===== config.mk =====
export PLATFORM = sky130hd
export DESIGN_NAME = sseg_scan_driver
export DESIGN_NICKNAME = d
export VERILOG_FILES = /design/src/rtl/sseg_scan_driver.sv
export SDC_FILE = /design/constraint.sdc
export NUM_CORES = 1
export LEC_CHECK = 0
export ABC_CLOCK_PERIOD_IN_PS = 3170
export CAP_MARGIN = 5
export CORE_ASPECT_RATIO = 0.7
export CORE_UTILIZATION = 27
export CTS_BUF_LIST = sky130_fd_sc_hd__clkbuf_16
export DETAILED_ROUTE_END_ITERATION = 8
export SYNTH_ARGS = -nofsm -noshare
export SYNTH_HDL_FRONTEND = slang
export SYNTH_SLANG_ARGS = --single-unit

===== constraint.sdc =====
create_clock -name Clk -period 3.17 [get_ports Clk]
set_input_delay 0.634 -clock Clk [delete_from_list [all_inputs] [get_ports Clk]]
set_output_delay 0.634 -clock Clk [all_outputs]
set_load 0.005 [all_outputs]

===== src/rtl/sseg_scan_driver.sv =====
// Multiplexed common-anode hex display driver with a frame-boundary double buffer.
// Define SSEG_LEADING_ZERO_BLANK_EN to blank leading zero digits.
module sseg_scan_driver #(
  parameter int NUM_DIGITS = 4,
  parameter int SCAN_DIV   = 50000
) (
  input  logic                    Clk,
  input  logic                    Reset,
  input  logic [4*NUM_DIGITS-1:0] HexIn,
  input  logic [NUM_DIGITS-1:0]   DPIn,
  input  logic [NUM_DIGITS-1:0]   DigitEn,
  input  logic                    Load,
  output logic [7:0]              SSeg,
  output logic [NUM_DIGITS-1:0]   Anode,
  output logic                    FrameTick
);

  localparam int PW = (SCAN_DIV > 1) ? $clog2(SCAN_DIV) : 1;
  localparam int IW = (NUM_DIGITS > 1) ? $clog2(NUM_DIGITS) : 1;
  localparam int BW = 6 * NUM_DIGITS;
  localparam logic [PW-1:0] PRE_LAST = PW'(SCAN_DIV - 1);
  localparam logic [IW-1:0] IDX_LAST = IW'(NUM_DIGITS - 1);

  // Segment pattern A..G, active-low
  function automatic logic [6:0] glyph(input logic [3:0] v);
    case (v)
      4'h0:    glyph = 7'h01;
      4'h1:    glyph = 7'h4F;
      4'h2:    glyph = 7'h12;
      4'h3:    glyph = 7'h06;
      4'h4:    glyph = 7'h4C;
      4'h5:    glyph = 7'h24;
      4'h6:    glyph = 7'h20;
      4'h7:    glyph = 7'h0F;
      4'h8:    glyph = 7'h00;
      4'h9:    glyph = 7'h04;
      4'hA:    glyph = 7'h08;
      4'hB:    glyph = 7'h60;
      4'hC:    glyph = 7'h31;
      4'hD:    glyph = 7'h42;
      4'hE:    glyph = 7'h30;
      default: glyph = 7'h38;
    endcase
  endfunction

  logic [PW-1:0]         prescaler_reg, prescaler_next;
  logic [IW-1:0]         digit_idx_reg, digit_idx_next;
  logic                  adv, wrap;

  logic [BW-1:0]         shadow_reg, shadow_next;
  logic [BW-1:0]         active_reg, active_next;
  logic                  pending_reg, pending_next;
  logic [BW-1:0]         port_word;

  logic [4*NUM_DIGITS-1:0] act_hex;
  logic [NUM_DIGITS-1:0]   act_dp;
  logic [NUM_DIGITS-1:0]   act_en;
  logic [NUM_DIGITS-1:0]   blank;
  logic [NUM_DIGITS-1:0]   show;
  logic [6:0]              glyph_arr [NUM_DIGITS];

  logic [7:0]            sseg_reg, sseg_next;
  logic [NUM_DIGITS-1:0] anode_reg, anode_next;
  logic                  frame_tick_reg;

  // Scan timing
  assign adv  = (prescaler_reg == PRE_LAST);
  assign wrap = adv && (digit_idx_reg == IDX_LAST);

  always_comb begin
    prescaler_next = adv ? '0 : prescaler_reg + 1'b1;
    digit_idx_next = digit_idx_reg;
    if (wrap) begin
      digit_idx_next = '0;
    end else if (adv) begin
      digit_idx_next = digit_idx_reg + 1'b1;
    end
  end

  // Double buffer: a Load coinciding with the wrap bypasses the shadow stage
  assign port_word = {HexIn, DPIn, DigitEn};

  always_comb begin
    shadow_next  = shadow_reg;
    active_next  = active_reg;
    pending_next = pending_reg;
    if (Load) begin
      shadow_next = port_word;
      if (wrap) begin
        active_next  = port_word;
        pending_next = 1'b0;
      end else begin
        pending_next = 1'b1;
      end
    end else if (wrap && pending_reg) begin
      active_next  = shadow_reg;
      pending_next = 1'b0;
    end
  end

  assign act_hex = active_reg[BW-1 -: 4*NUM_DIGITS];
  assign act_dp  = active_reg[2*NUM_DIGITS-1 -: NUM_DIGITS];
  assign act_en  = active_reg[NUM_DIGITS-1:0];

`ifdef SSEG_LEADING_ZERO_BLANK_EN
  // Walk down from the most significant digit while everything above is dark
  always_comb begin
    logic clear_above;
    blank       = '0;
    clear_above = 1'b1;
    for (int i = NUM_DIGITS - 1; i > 0; i--) begin
      blank[i]    = clear_above && (act_hex[4*i +: 4] == 4'h0) && !act_dp[i];
      clear_above = clear_above && (!act_en[i] || blank[i]);
    end
  end
`else
  assign blank = '0;
`endif

  genvar gi;
  generate
    for (gi = 0; gi < NUM_DIGITS; gi++) begin : g_digit
      assign glyph_arr[gi] = glyph(act_hex[4*gi +: 4]);
      assign show[gi]      = act_en[gi] && !blank[gi];
    end
  endgenerate

  // Output mux uses the pre-edge digit index, so outputs trail it by one cycle
  always_comb begin
    sseg_next  = 8'hFF;
    anode_next = '1;
    for (int i = 0; i < NUM_DIGITS; i++) begin
      if ((digit_idx_reg == IW'(i)) && show[i]) begin
        sseg_next  = {glyph_arr[i], ~act_dp[i]};
        anode_next = ~(NUM_DIGITS'(1) << i);
      end
    end
  end

  always_ff @(posedge Clk or posedge Reset) begin
    if (Reset) begin
      prescaler_reg  <= '0;
      digit_idx_reg  <= '0;
      shadow_reg     <= '0;
      active_reg     <= '0;
      pending_reg    <= 1'b0;
      sseg_reg       <= 8'hFF;
      anode_reg      <= '1;
      frame_tick_reg <= 1'b0;
    end else begin
      prescaler_reg  <= prescaler_next;
      digit_idx_reg  <= digit_idx_next;
      shadow_reg     <= shadow_next;
      active_reg     <= active_next;
      pending_reg    <= pending_next;
      sseg_reg       <= sseg_next;
      anode_reg      <= anode_next;
      frame_tick_reg <= wrap;
    end
  end

  assign SSeg      = sseg_reg;
  assign Anode     = anode_reg;
  assign FrameTick = frame_tick_reg;

endmodule


==> results.py <==
metrics = {
    "critical_path": {
        "path_class": "flop to flop",
        "cp-end-kind": "flop",
        "r2r_cells": 5,
        "startpoint": "prescaler_reg[0]",
        "r2r_end": "active_reg[18]",
        "worstPathRequired_ns": 3.39,
        "ff2ff_setup_slack_ns": 0.87,
        "r2r_start": "prescaler_reg[0]",
        "cp-start-kind": "flop",
        "critPathMaxFanout": 16,
        "arrival_ns": 2.52,
    },
    "grt": {
        "antenna_found_initial": 0,
        "grt_usage": 0.126,
        "grt_overflow": 0,
        "grt_max_degree": 46,
        "grt_pass1_wl_mm": 16.0,
        "grt_pass1_vias": 2878,
    },
    "logic_synthesis": {
        "synth.net_count": 450,
        "synth_top_flop_cell": "dfrtp_1",
        "synth-seq-cells": 80,
        "async_flop_share": 1.00,
        "synth.distinct_cells": 57,
        "synth_cells": 391,
        "ys_warn_count": 0,
        "syn_area_per_cell_um2": 11.3,
        "synth_edf_count": 0,
        "netlist_area_um2": 4420,
        "ys_seq_area_frac": 0.456,
    },
    "routing": {
        "drtAntennaViolNets": 0,
        "drtIter0Drc": 194,
        "via_per_inst": 4.63,
        "via_count": 3001,
        "wl_per_cell_um": 15.4,
        "routed_wl_mm": 10.0,
        "route.detailed.drc": 0,
        "first_pass_iters": 4,
    },
    "placed_design": {
        "globalplace.congestion": 0.845,
        "post-place-ws_ns": 0.540,
        "io_buffers": 39,
        "post_dp_cell_area_um2": 5030,
        "hpwl_mm": 7.39,
    },
    "min_path": {
        "holdPathStages": 1,
        "hold_path_end": "prescaler_reg[0]",
        "min_from": "prescaler_reg[0]",
        "hold_class": "flop to flop",
    },
    "sta": {
        "min_period_ns": 2.30,
        "rsz0062_at_grt": "false",
        "setup_violations": 0,
        "fmax_mhz": 435,
        "worst_slack_ns": 0.870,
        "timing.final.crit_share": 0.725,
        "worst_pin_slew_ns": 0.995,
        "maxSlewHeadroom": 0.336,
        "slew_violations": 0,
        "fin_worst_skew_ns": 0.0113,
        "hold_violations": 0,
        "timing.hold.ws_ns": 0.453,
        "finalSetupTns_ns": 0,
    },
    "cts": {
        "post_cts_buffers": 0,
        "cts_buffers": 9,
        "clock_latency_ns": 0.34,
        "cts_resized": 0,
        "cts.path.max_buffers": 2,
        "clk_pin_slew_ns": 0.06,
        "cts_sinks": 80,
        "cts_tree": "yes",
        "holdBufCountCts": 0,
        "clk_root_buffer_cell": "clkbuf_16",
        "h-tree-depth": 3,
    },
    "die": {
        "io_pins": 40,
        "core_um2": 15700,
        "start_util": 0.281,
        "die_y_um": 109,
        "die_w_um": 155,
        "core.rowCount": 38,
        "die_area_um2": 16900,
    },
    "finish": {
        "drive_above_1_share": 0.192,
        "register_area_um2": 2020,
        "final_area_um2": 5350,
        "multi_input_area_um2": 2220,
        "num-nets-final": 482,
        "fill_cells": 1566,
        "area_growth_pct": 20.8,
        "n_antenna_cell": 0,
    },
    "pwr": {
        "p_leak_nw": 2.31,
        "p_per_area_nw_per_um2": 420,
        "vdd.ir_drop.worst_mv": 0.220,
    },
    "job": {
        "max-cap-violations": 0,
    },
    "run_status": {
        "status": "complete, no violations",
    },
}
==> kinds of logic after synthesis <==
| group | share of synthesized area |
|---|---|
| simple gates | 0.122 |
| flops | 0.456 |
| compound gates | 0.114 |
| mux | 0.154 |
| buf+inv | 0.0416 |
| fa+ha+maj | 0.0905 |
| xor+xnor | 0.0218 |
==> how the worst max path moves through the flow <==
stage | to | slack [ns]
floorplan | FrameTick | 0.50
global placement | active_reg[22] | 0.65
detailed placement | active_reg[18] | 0.54
CTS | active_reg[18] | 0.87
global route | active_reg[18] | 0.75
finish | active_reg[18] | 0.87
==> worst max-delay path, cell delays in order (launching register included) <==
cell and delay (ns):
dfrtp_1 0.39, ha_1 0.26, and3_1 0.25, nand4_2 0.11, or2_1 0.76, mux2_1 0.39
==> layout by cell type, fill, tap and decap left out, drive strengths merged, types with 3 or more instances in the layout <==
cell / instances
a211oi: 4
a21oi: 17
a31oi: 7
and2: 7
and3: 5
and4: 4
buf: 6
clkbuf: 9
clkdlybuf4s50: 39
clkinv: 3
dfrtp: 68
dfstp: 12
ha: 32
inv: 19
mux2: 43
mux2i: 12
nand2: 22
nand2b: 3
nand3: 6
nand4: 4
nor2: 20
nor3: 14
nor3b: 4
o211ai: 6
o21ai: 15
xnor2: 5
xor2: 6
==> area by class of cell <==
| cell class | count | area share |
|---|---|---|
| clock inverter | 7 | 0.0166 |
| sequential | 80 | 0.377 |
| clock buffer | 9 | 0.0421 |
| multi-input combinational | 269 | 0.416 |
| inverter | 18 | 0.0129 |
| tap | 220 | 0.0515 |
| timing repair buffer | 45 | 0.0838 |
==> power by group <==
| part | switching, mW | total (mW) | internal (mW) |
|---|---|---|---|
| sequential | 0.00698 | 1.06 | 1.05 |
| combinational | 0.0494 | 0.107 | 0.0580 |
| clock | 0.398 | 1.08 | 0.683 |
| total | 0.454 | 2.25 | 1.79 |
==> synth_stat cells (all sizes together), types with 2 or more instances <==
cell type   n  area [um2]
and3        5        31.3
a21oi      17         123
a211oi      4        30.0
inv        18        67.6
a31oi       7        43.8
nand2      22        82.6
mux2i      12         120
o211ai      6        45.0
dfrtp      68        1700
a2111oi     2        17.5
o22ai       2        12.5
xor2        6        52.6
buf         3        37.5
o21ai      15        75.1
ha         32         400
dfstp      12         315
clkbuf     21        78.8
and4        4        35.0
and2        7        43.8
a211o       2        17.5
and3b       2        17.5
mux4        2        45.0
a22oi       2        15.0
nand4       4        31.3
nor2b       2        12.5
nor3b       4        30.0
and4bb      2        25.0
nor2       20        75.1
o221ai      2        17.5
mux2       43         518
xnor2       5        43.8
nand3       6        30.0
nand2b      3        18.8
nor3       14        70.1
==> stage by stage <==
stage	util	instances	total power, mW
finish	0.340	648	2.25
global route	0.340	648	2.33
CTS	0.340	648	2.28
detailed placement	0.320	632	1.19
global placement	0.320	632	1.18
floorplan	-	391	1.13
==> layer usage <==
| layer | GRT usage | up-vias | wire [um] |
|---|---|---|---|
| met5 | 0 | - | 0 |
| met4 | 0.0339 | 0 | 80 |
| met3 | 0.0310 | 6 | 554 |
| met2 | 0.162 | 77 | 3720 |
| met1 | 0.199 | 1459 | 5650 |
| li1 | - | 1459 | - |
No activity file was read; power rests on OpenSTA's default activity.
